File: config.mk
export PLATFORM = sky130hd
export DESIGN_NAME = soi_observer
export DESIGN_NICKNAME = d
export VERILOG_FILES = /design/src/rtl/soi_obs_pkg.sv /design/src/rtl/soi_rec_fifo.sv /design/src/rtl/soi_observer.sv
export SDC_FILE = /design/constraint.sdc
export NUM_CORES = 1
export LEC_CHECK = 0
export ABC_CLOCK_PERIOD_IN_PS = 9900
export BUFFER_PORTS_ARGS = -buffer_cell sky130_fd_sc_hd__buf_2
export CORE_ASPECT_RATIO = 1.2
export CORE_MARGIN = 3
export CORE_UTILIZATION = 65
export DETAILED_ROUTE_END_ITERATION = 8
export PLACE_DENSITY_LB_ADDON = 0.2
export SLEW_MARGIN = 0
export SYNTH_ARGS = -nofsm -noshare
export SYNTH_HDL_FRONTEND = slang
export SYNTH_SLANG_ARGS = --single-unit
File: constraint.sdc
create_clock -name clk -period 9.9 [get_ports clk]
set_clock_uncertainty 0.2 [all_clocks]
set_input_delay 0.495 -clock clk [delete_from_list [all_inputs] [get_ports clk]]
set_output_delay 0.495 -clock clk [all_outputs]
set_load 0.01 [all_outputs]
File: src/rtl/soi_obs_pkg.sv
// Shared types and default sizes for the signal-of-interest observer.
// The record struct documents the record layout at the default widths.
package soi_obs_pkg;

    localparam int PROBE_W_DEF = 3;
    localparam int DEPTH_DEF   = 8;
    localparam int TS_W_DEF    = 16;

    typedef enum logic [1:0] {
        IDLE    = 2'd0,
        CAPTURE = 2'd1,
        STOPPED = 2'd2
    } obs_state_e;

    typedef struct packed {
        logic [TS_W_DEF-1:0]    ts;
        logic [PROBE_W_DEF-1:0] probe;
    } obs_rec_t;

    function automatic logic [TS_W_DEF+PROBE_W_DEF-1:0] pack_rec(
        input logic [TS_W_DEF-1:0]    ts,
        input logic [PROBE_W_DEF-1:0] probe
    );
        obs_rec_t r;
        r.ts    = ts;
        r.probe = probe;
        return r;
    endfunction

endpackage

File: src/rtl/soi_rec_fifo.sv
// Record buffer: synchronous FIFO with flush, and push+pop allowed together when full.
// Read data is the head entry, valid whenever the FIFO is non-empty.
module soi_rec_fifo
    import soi_obs_pkg::*;
#(
    parameter int W     = TS_W_DEF + PROBE_W_DEF,
    parameter int DEPTH = DEPTH_DEF,
    localparam int AW   = $clog2(DEPTH),
    localparam int CW   = $clog2(DEPTH) + 1
) (
    input  logic          clk,
    input  logic          reset,
    input  logic          flush_i,
    input  logic          push_i,
    input  logic          pop_i,
    input  logic [W-1:0]  wdata_i,
    output logic [W-1:0]  rdata_o,
    output logic          full_o,
    output logic          empty_o,
    output logic [CW-1:0] count_o
);

    logic [W-1:0]  mem_q [DEPTH];
    logic [AW-1:0] wr_ptr_q;
    logic [AW-1:0] rd_ptr_q;
    logic [CW-1:0] count_q;
    logic          push_ok;
    logic          pop_ok;

    always_comb begin
        full_o  = (count_q == CW'(DEPTH));
        empty_o = (count_q == '0);
        pop_ok  = pop_i && !empty_o;
        // A full FIFO still accepts a write when the head leaves in the same cycle.
        push_ok = push_i && (!full_o || pop_ok);
        rdata_o = mem_q[rd_ptr_q];
        count_o = count_q;
    end

    always_ff @(posedge clk or posedge reset) begin
        if (reset) begin
            wr_ptr_q <= '0;
            rd_ptr_q <= '0;
            count_q  <= '0;
        end else if (flush_i) begin
            wr_ptr_q <= '0;
            rd_ptr_q <= '0;
            count_q  <= '0;
        end else begin
            if (push_ok) wr_ptr_q <= wr_ptr_q + AW'(1);
            if (pop_ok)  rd_ptr_q <= rd_ptr_q + AW'(1);
            if (push_ok && !pop_ok)      count_q <= count_q + CW'(1);
            else if (!push_ok && pop_ok) count_q <= count_q - CW'(1);
        end
    end

    always_ff @(posedge clk) begin
        if (push_ok && !flush_i) mem_q[wr_ptr_q] <= wdata_i;
    end

endmodule

File: src/rtl/soi_observer.sv
// Signal-of-interest observer: timestamps every probe change during capture into a
// record FIFO, which the host drains one record per rd_req.
module soi_observer
    import soi_obs_pkg::*;
#(
    parameter int PROBE_W = PROBE_W_DEF,
    parameter int DEPTH   = DEPTH_DEF,
    parameter int TS_W    = TS_W_DEF
) (
    input  logic                   clk,
    input  logic                   reset,
    input  logic [PROBE_W-1:0]     probe,
    input  logic                   arm,
    input  logic                   stop,
    input  logic                   rd_req,
    output logic                   rd_valid,
    output logic [TS_W-1:0]        rd_ts,
    output logic [PROBE_W-1:0]     rd_probe,
    output logic [$clog2(DEPTH):0] count,
    output logic                   overflow,
    output logic                   capturing,
    output obs_state_e             dbg_state
);

    localparam int RW = TS_W + PROBE_W;
    localparam int CW = $clog2(DEPTH) + 1;

    obs_state_e         state_q;
    logic [TS_W-1:0]    ts_q;
    logic [PROBE_W-1:0] prev_q;
    logic               first_q;
    logic               overflow_q;
    logic               capturing_q;
    logic               rd_valid_q;
    logic [TS_W-1:0]    rd_ts_q;
    logic [PROBE_W-1:0] rd_probe_q;

    logic               push_req;
    logic               pop_req;
    logic               drop;
    logic               fifo_full;
    logic               fifo_empty;
    logic [RW-1:0]      fifo_wdata;
    logic [RW-1:0]      fifo_rdata;
    logic [CW-1:0]      fifo_count;

    soi_rec_fifo #(
        .W     (RW),
        .DEPTH (DEPTH)
    ) u_fifo (
        .clk     (clk),
        .reset   (reset),
        .flush_i (arm),
        .push_i  (push_req),
        .pop_i   (pop_req),
        .wdata_i (fifo_wdata),
        .rdata_o (fifo_rdata),
        .full_o  (fifo_full),
        .empty_o (fifo_empty),
        .count_o (fifo_count)
    );

    // arm flushes the buffer, so neither a push nor a pop may happen alongside it.
    always_comb begin
        push_req   = (state_q == CAPTURE) && !arm && (first_q || (probe != prev_q));
        pop_req    = rd_req && !arm && !fifo_empty;
        drop       = push_req && fifo_full && !pop_req;
        fifo_wdata = {ts_q, probe};
    end

    always_ff @(posedge clk or posedge reset) begin
        if (reset) begin
            state_q     <= IDLE;
            ts_q        <= '0;
            prev_q      <= '0;
            first_q     <= 1'b0;
            overflow_q  <= 1'b0;
            capturing_q <= 1'b0;
        end else if (arm) begin
            state_q     <= CAPTURE;
            ts_q        <= '0;
            prev_q      <= probe;
            first_q     <= 1'b1;
            overflow_q  <= 1'b0;
            capturing_q <= 1'b1;
        end else begin
            case (state_q)
                CAPTURE: begin
                    ts_q    <= ts_q + TS_W'(1);
                    prev_q  <= probe;
                    first_q <= 1'b0;
                    if (drop) overflow_q <= 1'b1;
                    if (stop) begin
                        state_q     <= STOPPED;
                        capturing_q <= 1'b0;
                    end
                end
                default: begin
                    capturing_q <= 1'b0;
                end
            endcase
        end
    end

    // Read data holds the last popped record until the next pop.
    always_ff @(posedge clk or posedge reset) begin
        if (reset) begin
            rd_valid_q <= 1'b0;
            rd_ts_q    <= '0;
            rd_probe_q <= '0;
        end else begin
            rd_valid_q <= pop_req;
            if (pop_req) begin
                rd_ts_q    <= fifo_rdata[RW-1:PROBE_W];
                rd_probe_q <= fifo_rdata[PROBE_W-1:0];
            end
        end
    end

    assign rd_valid  = rd_valid_q;
    assign rd_ts     = rd_ts_q;
    assign rd_probe  = rd_probe_q;
    assign count     = fifo_count;
    assign overflow  = overflow_q;
    assign capturing = capturing_q;
    assign dbg_state = state_q;

endmodule

==> results.tsv <==
metric	value	unit
overall global routing resource usage	0.236	
Core Area	12200	um^2
sw frac	0.256	
Syn Nets	471	
Max Slew Vio Count	0	
RSZ-0062 raised after global routing	no	
Max Cap Viol	0	
CTS root buf	clkbuf_16	
DRC violations left	0	
Hold Buf Count CTS	0	
Pleak	0.00323	uW
CP top delay family	simple AND/OR/NAND/NOR gates	
Slowest-stage cell, CP	nor3b_2	
final WL	15.4	mm
Startpoint Class	flip-flop	
critical path required time	9.87	ns
DRT Pass-1 Iters	4	
layout cell share with drive strength beyond 1	0.255	
Top Metal Used	met4	
Post-synth EDFFs	152	
Inserted Diodes	0	
async set-reset flop share out of synthesis	0.262	
routed wl met2	8.16	mm
Avg Cell Area, Syn	17.9	um^2
Iteration-0 DRC Markers	233	
via count	4223	
most frequent cells in the layout	edfxtp_1, dfrtp_1, nor2_1, mux4_2, buf_2	
Clock Tree Buf Depth	3	
gpl congestion	0.782	
H-tree levels	1	
sequential share of power	0.489	
Ys Warns	0	
switching pwr	553	uW
Worst setup EP type	flip-flop	
Total Neg Setup Slack	0	ns
chip height	129	um
status	completed	
met3 WL	815	um
Post-CTS Repair Setup Buffers	0	
commonest non-fill, non-tap cell in the layout	edfxtp_1	
Clk pwr share	0.331	
vias per cell	6.22	
register bit total from synthesis	206	
CTS sink cnt	206	
Distinct cells, synth	47	
DP Area	8570	um^2
ys flop type	edfxtp_1	
post-synthesis sequential area ratio	0.725	
WP data arrival	3.25	ns
cells after synthesis	457	
antenna violation net count after detailed routing	0	
crit-path max cell delay	0.76	ns
first-pass GRT wire length	24.7	mm
largest net degree at the start of global routing	55	
Post-Place Worst Slack	6.56	ns
WS Path Type	reg -> reg	
worst skew pair latency	0.48	ns
synth-to-layout area growth	12.5	%
CTS Buf Count	20	
PortBufs	35	
power share of the combinational group	0.180	
Fin. Hold Viols	0	
Die Wd	108	um
dpl hpwl	8.82	mm
hold_ws	0.000738	ns
hold crit path type	in -> async	
worst-path cell chain	and2b_1 -> o41ai_4 -> nor3_2 -> nand2_1 -> nor3b_2 -> buf_4	
M1 WL	6.18	mm
PnR worst setup slack	6.62	ns
initial core utilization	0.671	
maximum fanout along the worst path	11	
Post-Syn Area	8160	um^2
Final Setup Violations	0	
Worst-Margin Slew	0.960	ns
TritonCTS clock tree	done	
P per Cell Area	236	nW/um^2
cell area after layout	9190	um^2
WP buf/inv	1	
max_slew headroom	0.354	
initial antenna violation count	0	
post-CTS sizing	0	
IO Count	36	
Net count, final	519	
grt total ovfl	0	
minimum clock period	3.28	ns
VDD IR max	0.000159	V
crit share post-route	0.331	
number of global-route vias before repair	4441	
Clk pin slew, worst setup/hold paths	0.06	ns
Max Fclk	305	MHz
routed len/inst	22.7	um
die area	13900	um^2
Pint	1610	uW
row cnt	44	
-- power groups by stage --
stage	registers, uW	clock network [uW]	logic [uW]
2_1_floorplan	1080	0	275
3_3_place_gp	1070	0	380
3_5_place_dp	1070	0	390
4_1_cts	1060	726	396
5_1_grt	1070	760	425
6_report	1060	717	388
-- worst register-to-register path, stage by stage (launching register included) --
cell and delay [ns]:
dfrtp_1 0.41, and2b_1 0.43, o41ai_4 0.18, nor3_2 0.40
nand2_1 0.24, nor3b_2 0.76, buf_4 0.35
-- cells in the mapped netlist (2+ instances only) --
| library cell | instances | area share |
|---|---|---|
| o21a_1 | 2 | 0.0018 |
| o22ai_1 | 2 | 0.0015 |
| xor2_1 | 15 | 0.016 |
| mux2i_1 | 22 | 0.027 |
| ha_1 | 5 | 0.0077 |
| nor4b_2 | 2 | 0.0037 |
| nor4_1 | 3 | 0.0023 |
| nor3b_1 | 3 | 0.0028 |
| nor2_1 | 42 | 0.019 |
| mux4_2 | 38 | 0.10 |
| inv_1 | 9 | 0.0041 |
| or3_1 | 3 | 0.0023 |
| nor3_1 | 3 | 0.0018 |
| xnor2_1 | 5 | 0.0054 |
| nand2_1 | 14 | 0.0064 |
| buf_2 | 8 | 0.0049 |
| nand4_1 | 3 | 0.0023 |
| mux2_2 | 4 | 0.0055 |
| dfrtp_1 | 54 | 0.17 |
| edfxtp_1 | 152 | 0.56 |
| clkbuf_1 | 10 | 0.0046 |
| a21oi_1 | 23 | 0.014 |
| buf_6 | 2 | 0.0028 |
| nor3_2 | 2 | 0.0025 |
| o21ai_0 | 4 | 0.0025 |
| nand3_1 | 6 | 0.0037 |
-- cell type report --
type	instances	area, um^2
clock buffers	30	569
clock inverters	5	48.8
fillers	676	2980
inverters	10	37.5
multi-input cells	220	2150
flip-flops and latches	206	5920
well taps	161	201
repair buffers	47	265
-- path summary, 6_finish.rpt --
kind,end,startpoint,slack (ns),depth (start not counted)
setup / recovery,u_fifo.mem_q[3][1],dbg_state[1],6.62,6
max in group asynchronous,u_fifo.rd_ptr_q[0],reset,8.95,3
hold / removal,ts_q[4],reset,0.0007,3
setup reg to reg,u_fifo.mem_q[3][1],dbg_state[1],6.62,6
min in group clk,dbg_state[1],stop,0.09,3
hold reg to reg,overflow,overflow,0.31,1
-- state kept, by name, summed over array words and instances, names as in the netlist --
register / count
u_fifo.wr_ptr_q: 3
rd_ts: 16
capturing: 1
u_fifo.mem_q: 152
ts_q: 16
dbg_state: 2
first_q: 1
prev_q: 3
u_fifo.count_o: 4
rd_valid: 1
u_fifo.rd_ptr_q: 3
rd_probe: 3
overflow: 1
-- routing by layer --
metal,track usage,up-vias
li1,-,1862
met1,0.332,2201
met5,0,-
met2,0.393,137
met4,0.0676,0
met3,0.0351,23
-- stage by stage --
step,util,total power [uW],instances
floorplan,-,1350,457
global route,0.755,2260,679
detailed placement,0.704,1470,644
global placement,0.704,1450,644
finish,0.755,2160,679
CTS,0.755,2180,679
-- logic make-up (layout without fill, tap and decap cells) --
logic type	count (synthesis)	after routing	synth area share
AOI/OAI and AO/OA	39	39	0.0313
xor gates and xnor gates	20	20	0.0215
adders and majority gates	6	6	0.0101
buffers and inverters	31	92	0.0178
DFF	206	206	0.725
muxes	65	65	0.139
and+or+nand+nor	90	90	0.0558
Power figures use the tool's default switching activity.
